### config.mk
export PLATFORM = sky130hd
export DESIGN_NAME = commit_unit
export DESIGN_NICKNAME = d
export VERILOG_FILES = /design/src/rtl/commit_unit.sv
export SDC_FILE = /design/constraint.sdc
export NUM_CORES = 1
export LEC_CHECK = 0
export ABC_CLOCK_PERIOD_IN_PS = 4650
export CAP_MARGIN = 15
export CORE_ASPECT_RATIO = 0.6
export CORE_UTILIZATION = 38
export CTS_CLUSTER_DIAMETER = 60
export CTS_CLUSTER_SIZE = 30
export DETAILED_ROUTE_END_ITERATION = 16
export MAX_ROUTING_LAYER = met4
export PLACE_DENSITY = 0.87
export SLEW_MARGIN = 20
export SYNTH_ARGS = -nofsm -noshare
export SYNTH_HDL_FRONTEND = slang
export SYNTH_SLANG_ARGS = --single-unit
### constraint.sdc
create_clock -name clk -period 4.65 [get_ports clk]
set_input_delay 0.465 -clock clk [delete_from_list [all_inputs] [get_ports clk]]
set_output_delay 0.465 -clock clk [all_outputs]
set_load 0.1 [all_outputs]
### src/rtl/commit_unit.sv
// In-order retirement stage behind the reorder buffer: retires the ROB head, writes RF/RAT,
// completes loads/stores through the LSQ and raises a flush on a mispredicted branch.
//
// state      | meaning
// IDLE       | out of reset, no retirement
// RUN        | observing ROB head, retiring ALU/branch ops, issuing LSQ requests
// LOAD_WAIT  | holding load request until LSQ returns data
// STORE_WAIT | holding store release until LSQ acknowledges
// FLUSH      | one recovery cycle while the ROB clears
module commit_unit #(
  parameter int ROBSIZE     = 8,
  parameter int RET_CNT_W   = 32,
  parameter int FLUSH_CNT_W = 16
) (
  input  logic                   clk,
  input  logic                   rstn,
  input  logic                   i_head_ready,
  input  logic [ROBSIZE-1:0]     i_head_rob_addr,
  input  logic [31:0]            i_head_pc,
  input  logic [31:0]            i_head_value,
  input  logic [4:0]             i_head_rd,
  input  logic                   i_head_exception,
  input  logic [1:0]             i_head_load_store,
  input  logic                   i_head_rd_inst,
  input  logic [2:0]             i_head_cont_tra,
  output logic                   o_commit,
  output logic                   o_rf_we,
  output logic [4:0]             o_rf_addr,
  output logic [31:0]            o_rf_data,
  output logic                   o_rat_clr,
  output logic [4:0]             o_rat_rd,
  output logic [ROBSIZE-1:0]     o_rat_rob_addr,
  output logic                   o_lsq_load_req,
  input  logic                   i_lsq_load_valid,
  input  logic [31:0]            i_lsq_load_data,
  output logic                   o_lsq_store_req,
  input  logic                   i_lsq_store_ack,
  output logic [ROBSIZE-1:0]     o_lsq_rob_addr,
  output logic                   o_flush,
  output logic                   o_redirect_valid,
  output logic [31:0]            o_redirect_pc,
  output logic                   o_redirect_taken,
  output logic [RET_CNT_W-1:0]   o_retired_count,
  output logic [FLUSH_CNT_W-1:0] o_flush_count
);

  typedef enum logic [2:0] {IDLE, RUN, LOAD_WAIT, STORE_WAIT, FLUSH} state_t;

  state_t                 r_state;
  logic [ROBSIZE-1:0]     r_tag;
  logic [4:0]             r_rd;
  logic [RET_CNT_W-1:0]   r_ret_cnt;
  logic [FLUSH_CNT_W-1:0] r_flush_cnt;

  logic w_run_go, w_exc, w_alu, w_ld_issue, w_st_issue;
  logic w_ld_done, w_st_done, w_commit, w_wr_alu, w_wr_ld;
  logic w_unused;

  // Control-transfer type is not needed: the ROB already folds mispredicts into the exception flag.
  assign w_unused   = ^i_head_cont_tra;

  assign w_run_go   = (r_state == RUN) & i_head_ready;
  assign w_exc      = w_run_go & i_head_exception;
  assign w_ld_issue = w_run_go & ~i_head_exception & (i_head_load_store == 2'b01);
  assign w_st_issue = w_run_go & ~i_head_exception & (i_head_load_store == 2'b10);
  assign w_alu      = w_run_go & ~i_head_exception & ~w_ld_issue & ~w_st_issue;
  assign w_ld_done  = (r_state == LOAD_WAIT) & i_lsq_load_valid & i_head_ready;
  assign w_st_done  = (r_state == STORE_WAIT) & i_lsq_store_ack & i_head_ready;
  assign w_commit   = w_alu | w_ld_done | w_st_done;
  assign w_wr_alu   = w_alu & i_head_rd_inst & (i_head_rd != 5'd0);
  assign w_wr_ld    = w_ld_done & (r_rd != 5'd0);

  always_comb begin
    o_commit         = w_commit;
    o_rf_we          = w_wr_alu | w_wr_ld;
    o_rf_addr        = 5'd0;
    o_rf_data        = 32'd0;
    o_rat_rob_addr   = '0;
    if (w_wr_alu) begin
      o_rf_addr      = i_head_rd;
      o_rf_data      = i_head_value;
      o_rat_rob_addr = i_head_rob_addr;
    end else if (w_wr_ld) begin
      o_rf_addr      = r_rd;
      o_rf_data      = i_lsq_load_data;
      o_rat_rob_addr = r_tag;
    end
    o_rat_clr        = o_rf_we;
    o_rat_rd         = o_rf_addr;
    o_lsq_load_req   = w_ld_issue | (r_state == LOAD_WAIT);
    o_lsq_store_req  = w_st_issue | (r_state == STORE_WAIT);
    o_lsq_rob_addr   = '0;
    if (w_ld_issue || w_st_issue)
      o_lsq_rob_addr = i_head_rob_addr;
    else if (r_state == LOAD_WAIT || r_state == STORE_WAIT)
      o_lsq_rob_addr = r_tag;
    o_flush          = w_exc;
    o_redirect_valid = w_exc;
    o_redirect_pc    = w_exc ? i_head_pc : 32'd0;
    o_redirect_taken = w_exc & i_head_value[0];
    o_retired_count  = r_ret_cnt;
    o_flush_count    = r_flush_cnt;
  end

  always_ff @(posedge clk or negedge rstn) begin
    if (!rstn) begin
      r_state     <= IDLE;
      r_tag       <= '0;
      r_rd        <= 5'd0;
      r_ret_cnt   <= '0;
      r_flush_cnt <= '0;
    end else begin
      case (r_state)
        IDLE:       r_state <= RUN;
        RUN: begin
          if (w_exc)           r_state <= FLUSH;
          else if (w_ld_issue) r_state <= LOAD_WAIT;
          else if (w_st_issue) r_state <= STORE_WAIT;
        end
        LOAD_WAIT:  if (w_ld_done) r_state <= RUN;
        STORE_WAIT: if (w_st_done) r_state <= RUN;
        FLUSH:      r_state <= RUN;
        default:    r_state <= IDLE;
      endcase
      // Tag and rd are captured so the wait states do not depend on the head staying stable.
      if (w_ld_issue || w_st_issue) begin
        r_tag <= i_head_rob_addr;
        r_rd  <= i_head_rd;
      end
      if (w_commit)
        r_ret_cnt <= r_ret_cnt + RET_CNT_W'(1);
      if (w_exc && (r_flush_cnt != '1))
        r_flush_cnt <= r_flush_cnt + FLUSH_CNT_W'(1);
    end
  end

endmodule
### Word-level counts from Yosys, hierarchy flattened

Cells that the tools add are included.

* muxes and demuxes: 15
* bitwise operators: 23
* reduce and logical (&&, ||, !) cells: 8
* equality and inequality tests: 10
* add/subtract/negate cells: 2

Operators with widths (count)
* $mux 32: 3
* $add 32x1->32 const B: 1
* $mux 8: 4
* $add 16x1->16 const B: 1
* $ne 16x16->1 const B: 1
* $and 1x1->1: 15
* $mux 3: 5
* $pmux 3 s4: 1
* $mux 5: 2
* $reduce_bool 5->1: 2
* $eq 3x2->1 const B: 2
* $or 1x1->1: 5
* $ne 2x2->1 const B: 2
* $ne 4x4->1 const B: 1
* $eq 3x1->1 const B: 1
* $eq 3x3->1 const B: 1
* $logic_not 3->1: 1
* $not 1->1: 3
* $reduce_and 3->1: 1
* $eq 2x1->1 const B: 1
* $eq 2x2->1 const B: 1
* $logic_or 1x1->1: 2
* $reduce_or 2->1: 1
* $logic_and 1x1->1: 1

* flip-flop bits (word level): 64
* word-level logic and storage cells: 63
* output and inout port bits: 146
* input port bits: 121

### Logic depth before layout (Yosys ltp)

* word-level depth: 10
* gate-level depth with buffers: 8
* depth with buffers taken out: 6

### Worst setup path after synthesis

OpenSTA, ideal clock, no wires.

* kind: reg2out
* from: reg r_state[1]
* to: out o_lsq_store_req
* cell stages (with the launch flop): 4
* buffers on the path: 0
* data required time: 4.185 ns
* path slack: 1.261 ns
* data arrival time: 2.924 ns
* cell sequence: dfrtp_1 and4bb_2 nand2b_1 o21ai_0

* cells in the longest elaborated chain, start to end: 5
* elaborated cells between the ends (all ways): 6
* those cells by class: 2 x eq/ne; 4 x bitwise

Ends and longest elaborated chain
* from (decl): RTL line 49 `state_t r_state;`
* from (signal assigned): RTL line 107 `r_state <= IDLE;`
* from (signal assigned): RTL line 114 `IDLE: r_state <= RUN;`
* from (signal assigned): RTL line 116 `if (w_exc) r_state <= FLUSH;`
* $eq 3x1->1: RTL line 62 `assign w_run_go = (r_state == RUN) & i_head_ready;`
* $and 1x1->1: RTL line 62
* $and 1x1->1 (2 in a row): RTL line 65 `assign w_st_issue = w_run_go & ~i_head_exception & (i_head_load_store == 2'b10);`
* $or 1x1->1 *: RTL line 91 `o_lsq_store_req = w_st_issue | (r_state == STORE_WAIT);`
* to (decl): RTL line 36 `output logic o_lsq_store_req,`

Every way passes the cells marked *; elsewhere a longest branch is shown, timed or not.

### Worst setup path after layout

* from: in i_head_ready
* to: out o_rf_data[17]

* cells in the longest elaborated chain, start to end: 9
* elaborated cells between the ends (all ways): 14
* those cells by class: 2 x mux; 12 x bitwise

Ends and longest elaborated chain
* from (decl): RTL line 17 `input logic i_head_ready,`
* $and 1x1->1: RTL line 62
* $and 1x1->1: RTL line 64, 65, 66
* $and 1x1->1: RTL line 64 `assign w_ld_issue = w_run_go & ~i_head_exception & (i_head_load_store == 2'b01);`
* $not 1->1: RTL line 66 `assign w_alu = w_run_go & ~i_head_exception & ~w_ld_issue & ~w_st_issue;`
* $and 1x1->1 (2 in a row): RTL line 66
* $and 1x1->1 (2 in a row): RTL line 70 `assign w_wr_alu = w_alu & i_head_rd_inst & (i_head_rd != 5'd0);`
* $mux 32 *: RTL line 79 `if (w_wr_alu) begin`
* to (decl): RTL line 29 `output logic [31:0] o_rf_data,`

Marks and branches as above.

==> flow_metrics.env <==
export IMPL_drt_iter0_markers=220
export IMPL_rr_worst_depth=5
export IMPL_num_antenna_cells=0
export IMPL_synth_edf_count=0
export IMPL_grt_total_usage_pct=28.31
export IMPL_totalWireLength_microns=14420
export IMPL_slew_headroom_pct=24.98
export IMPL_nFillCells=664
export IMPL_ctsResizeCount=0
export IMPL_viasPerCell=5.238
export IMPL_hold_buffers=0
export IMPL_drc=0
export IMPL_syn_area_sq_mm=0.003776
export IMPL_yosysTopAreaCell="dfrtp_1"
export IMPL_synth_seq_cells=64
export IMPL_clock_path_buffers=2
export IMPL_nets=752
export IMPL_crit_path_end_kind="output port"
export IMPL_fin_skew_ns=0.006717
export IMPL_regArea_sq_mm=0.001602
export IMPL_avgSynthCellArea_sq_um=10.07
export IMPL_post_route_util_pct=73.89
export IMPL_area_delta_synth_final_pct=83.76
export IMPL_required_ns=4.18
export IMPL_dr_pass1_iters=4
export IMPL_synth_ff_type="dfrtp_1"
export IMPL_max_freq_mhz=312.8
export IMPL_grt_pass1_vias=3885
export IMPL_r2r_start="r_state[1]$_DFFE_PN0P_"
export IMPL_io_buffers=263
export IMPL_worst_hold_path_type="input pin to asynchronous set/reset pin"
export IMPL_ir_drop_mv=0.7810
export IMPL_gr_total_overflow=0
export IMPL_crit_fanout=40
export IMPL_synth_cell_types=45
export IMPL_io_pins=267
export IMPL_clock_root_buffer="clkbuf_16"
export IMPL_maxSlewViolCount=0
export IMPL_synthCells=375
export IMPL_drv_cap=0
export IMPL_h_tree_depth=3
export IMPL_placed_cells_incl_taps=748
export IMPL_hpwl_microns=11210
export IMPL_powerDensity_mw_per_mm2=452.7
export IMPL_synth_area_top_cells="dfrtp_1 42%, a22o_1 12%, xnor2_1 7.9%"
export IMPL_num_rows=27
export IMPL_cts_tree="yes"
export IMPL_start_util_pct=40.21
export IMPL_multi_input_area_sq_mm=0.001998
export IMPL_whs_ns=0.3139
export IMPL_cts_clk_slew_worst_paths_ns=0.05
export IMPL_vias=4002
export IMPL_grt_first_pass_wirelength_microns=21290
export IMPL_min_period_ns=3.197
export IMPL_die_y_microns=79.22
export IMPL_grt_max_degree=65
export IMPL_antenna_found_initial=0
export IMPL_regToRegSetupSlack_ns=1.71
export IMPL_rsz0062_at_grt="no"
export IMPL_die_area_sq_mm=0.01035
export IMPL_finalCritPeriodShare_pct=68.76
export IMPL_worst_setup_path_type="input pin to output port"
export IMPL_hold_viol_final=0
export IMPL_synth_top_cell_area_share_pct=42.41
export IMPL_gp_congestion=0.9170
export IMPL_final_setup_viol_count=0
export IMPL_syn_nets=498
export IMPL_crit_arrival_ns=2.73
export IMPL_synthArstFlopShare_pct=100.0
export IMPL_ys_seq_area_share_pct=42.41
export IMPL_cts_buffers=9
export IMPL_p_leak_nw=3.133
export IMPL_cts_setup_buffers=0
export IMPL_wl_per_cell_microns=18.88
export IMPL_postRouteAntennaNets=0
export IMPL_finalNonFillerCells=764
export IMPL_crit_path_start="i_head_ready"
export IMPL_cts_sinks=64
export IMPL_status="complete, no violations"
export IMPL_yosys_warnings=0
export IMPL_drive_gt1_share_pct=23.50
export IMPL_dieWidth_microns=130.7
export IMPL_core_area_sq_mm=0.009392
export IMPL_clock_latency_ns=0.34
export IMPL_worst_slew_pin_slew_ns=1.125
export IMPL_reg2reg_to="o_retired_count[31]$_DFFE_PN0P_"
export IMPL_finalSetupTns_ns=0
export IMPL_worstSetupStartpointType="input pin"
==> cell usage in the layout (no fill, tap or decap), types with 3 or more instances in the layout <==
| master | n |
|---|---|
| clkbuf_16 | 9 |
| bufinv_16 | 3 |
| o21ai_0 | 3 |
| nand4_1 | 16 |
| nand2b_1 | 4 |
| nor2_1 | 17 |
| and2_1 | 4 |
| buf_12 | 30 |
| xor2_1 | 10 |
| buf_4 | 76 |
| inv_1 | 5 |
| clkdlybuf4s50_1 | 164 |
| and3_1 | 38 |
| dfrtp_1 | 64 |
| a21oi_1 | 5 |
| nand3_1 | 17 |
| a22o_1 | 52 |
| nand2_1 | 26 |
| xnor2_1 | 34 |
| mux2_2 | 16 |
| nor3_1 | 6 |
==> kinds of logic (layout without fill, tap and decap cells) <==
family	count (synthesis)	in the layout	share of synthesized area [%]
AOI/OAI and AO/OA	67	67	14.65
xor gates and xnor gates	44	44	10.21
adders and majority gates	2	2	0.6626
buffers and inverters	34	293	4.870
DFF	64	64	42.41
muxes	17	17	5.036
and+or+nand+nor	147	147	22.17
==> how the worst max path moves through the flow <==
stage / end / cells past startpoint
floorplan: o_lsq_store_req / 3
global placement: o_retired_count[31]$_DFFE_PN0P_ / 7
detailed placement: o_retired_count[31]$_DFFE_PN0P_ / 7
CTS: o_rat_rob_addr[6] / 8
global route: o_rf_data[17] / 8
finish: o_rf_data[17] / 8
==> through the flow <==
| stage | setup slack (ns) | power, mW | area [sq um] |
|---|---|---|---|
| after global routing | 1.346 | 3.245 | 6939 |
| final | 1.453 | 3.141 | 6939 |
| after global placement | 1.465 | 2.334 | 6603 |
| after floorplan | 1.261 | 1.899 | 3776 |
| after CTS | 1.478 | 3.149 | 6939 |
| after detailed placement | 1.469 | 2.361 | 6603 |
==> area by class of cell <==
| cell class | instances | share of cell area (%) |
|---|---|---|
| clock buffers | 10 | 3.300 |
| clock inverters | 6 | 1.551 |
| inverters | 6 | 0.3246 |
| multi-input cells | 277 | 28.80 |
| flip-flops and latches | 64 | 23.08 |
| well taps | 130 | 2.344 |
| repair buffers | 271 | 40.61 |
==> worst max-delay path: stages <==
cell and delay, ns:
clkdlybuf4s50_1 0.55, and4bb_2 0.26, and3b_1 0.19, nand2_1 0.10
a21oi_4 0.20, buf_4 0.41, a22o_1 0.25, buf_4 0.30
==> per-layer routing <==
layer / up-vias / global-route usage [%] / wire (microns)
met5: - / - / 0
met1: 1952 / 33.60 / 5855
met2: 141 / 48.10 / 7448
met3: 16 / 8.019 / 942
li1: 1893 / - / -
met4: 0 / 5.632 / 177
==> state kept, by name, summed over array words and instances, names as in the netlist <==
| name | flops |
|---|---|
| o_retired_count | 32 |
| o_flush_count | 16 |
| r_state | 3 |
| r_tag | 8 |
| r_rd | 5 |
==> where the power goes <==
group / switching (mW) / total (mW) / internal, mW
combinational: 1.12 / 1.59 / 0.467
clock: 0.249 / 0.770 / 0.521
sequential: 0.116 / 0.782 / 0.665
==> synthesized netlist by cell type (all sizes together), types with 2 or more instances <==
cell     n
a22o    52
and4     3
nand3   17
xnor2   34
o21ai    3
clkbuf  10
nand2   27
nand2b   4
ha       2
a21oi    6
or4      2
buf     18
xor2    10
and2     4
dfrtp   64
nand4   16
nor2    17
and3    40
mux2    16
nor3     6
inv      6
nor4     3
(Power assumes the default switching activity.)
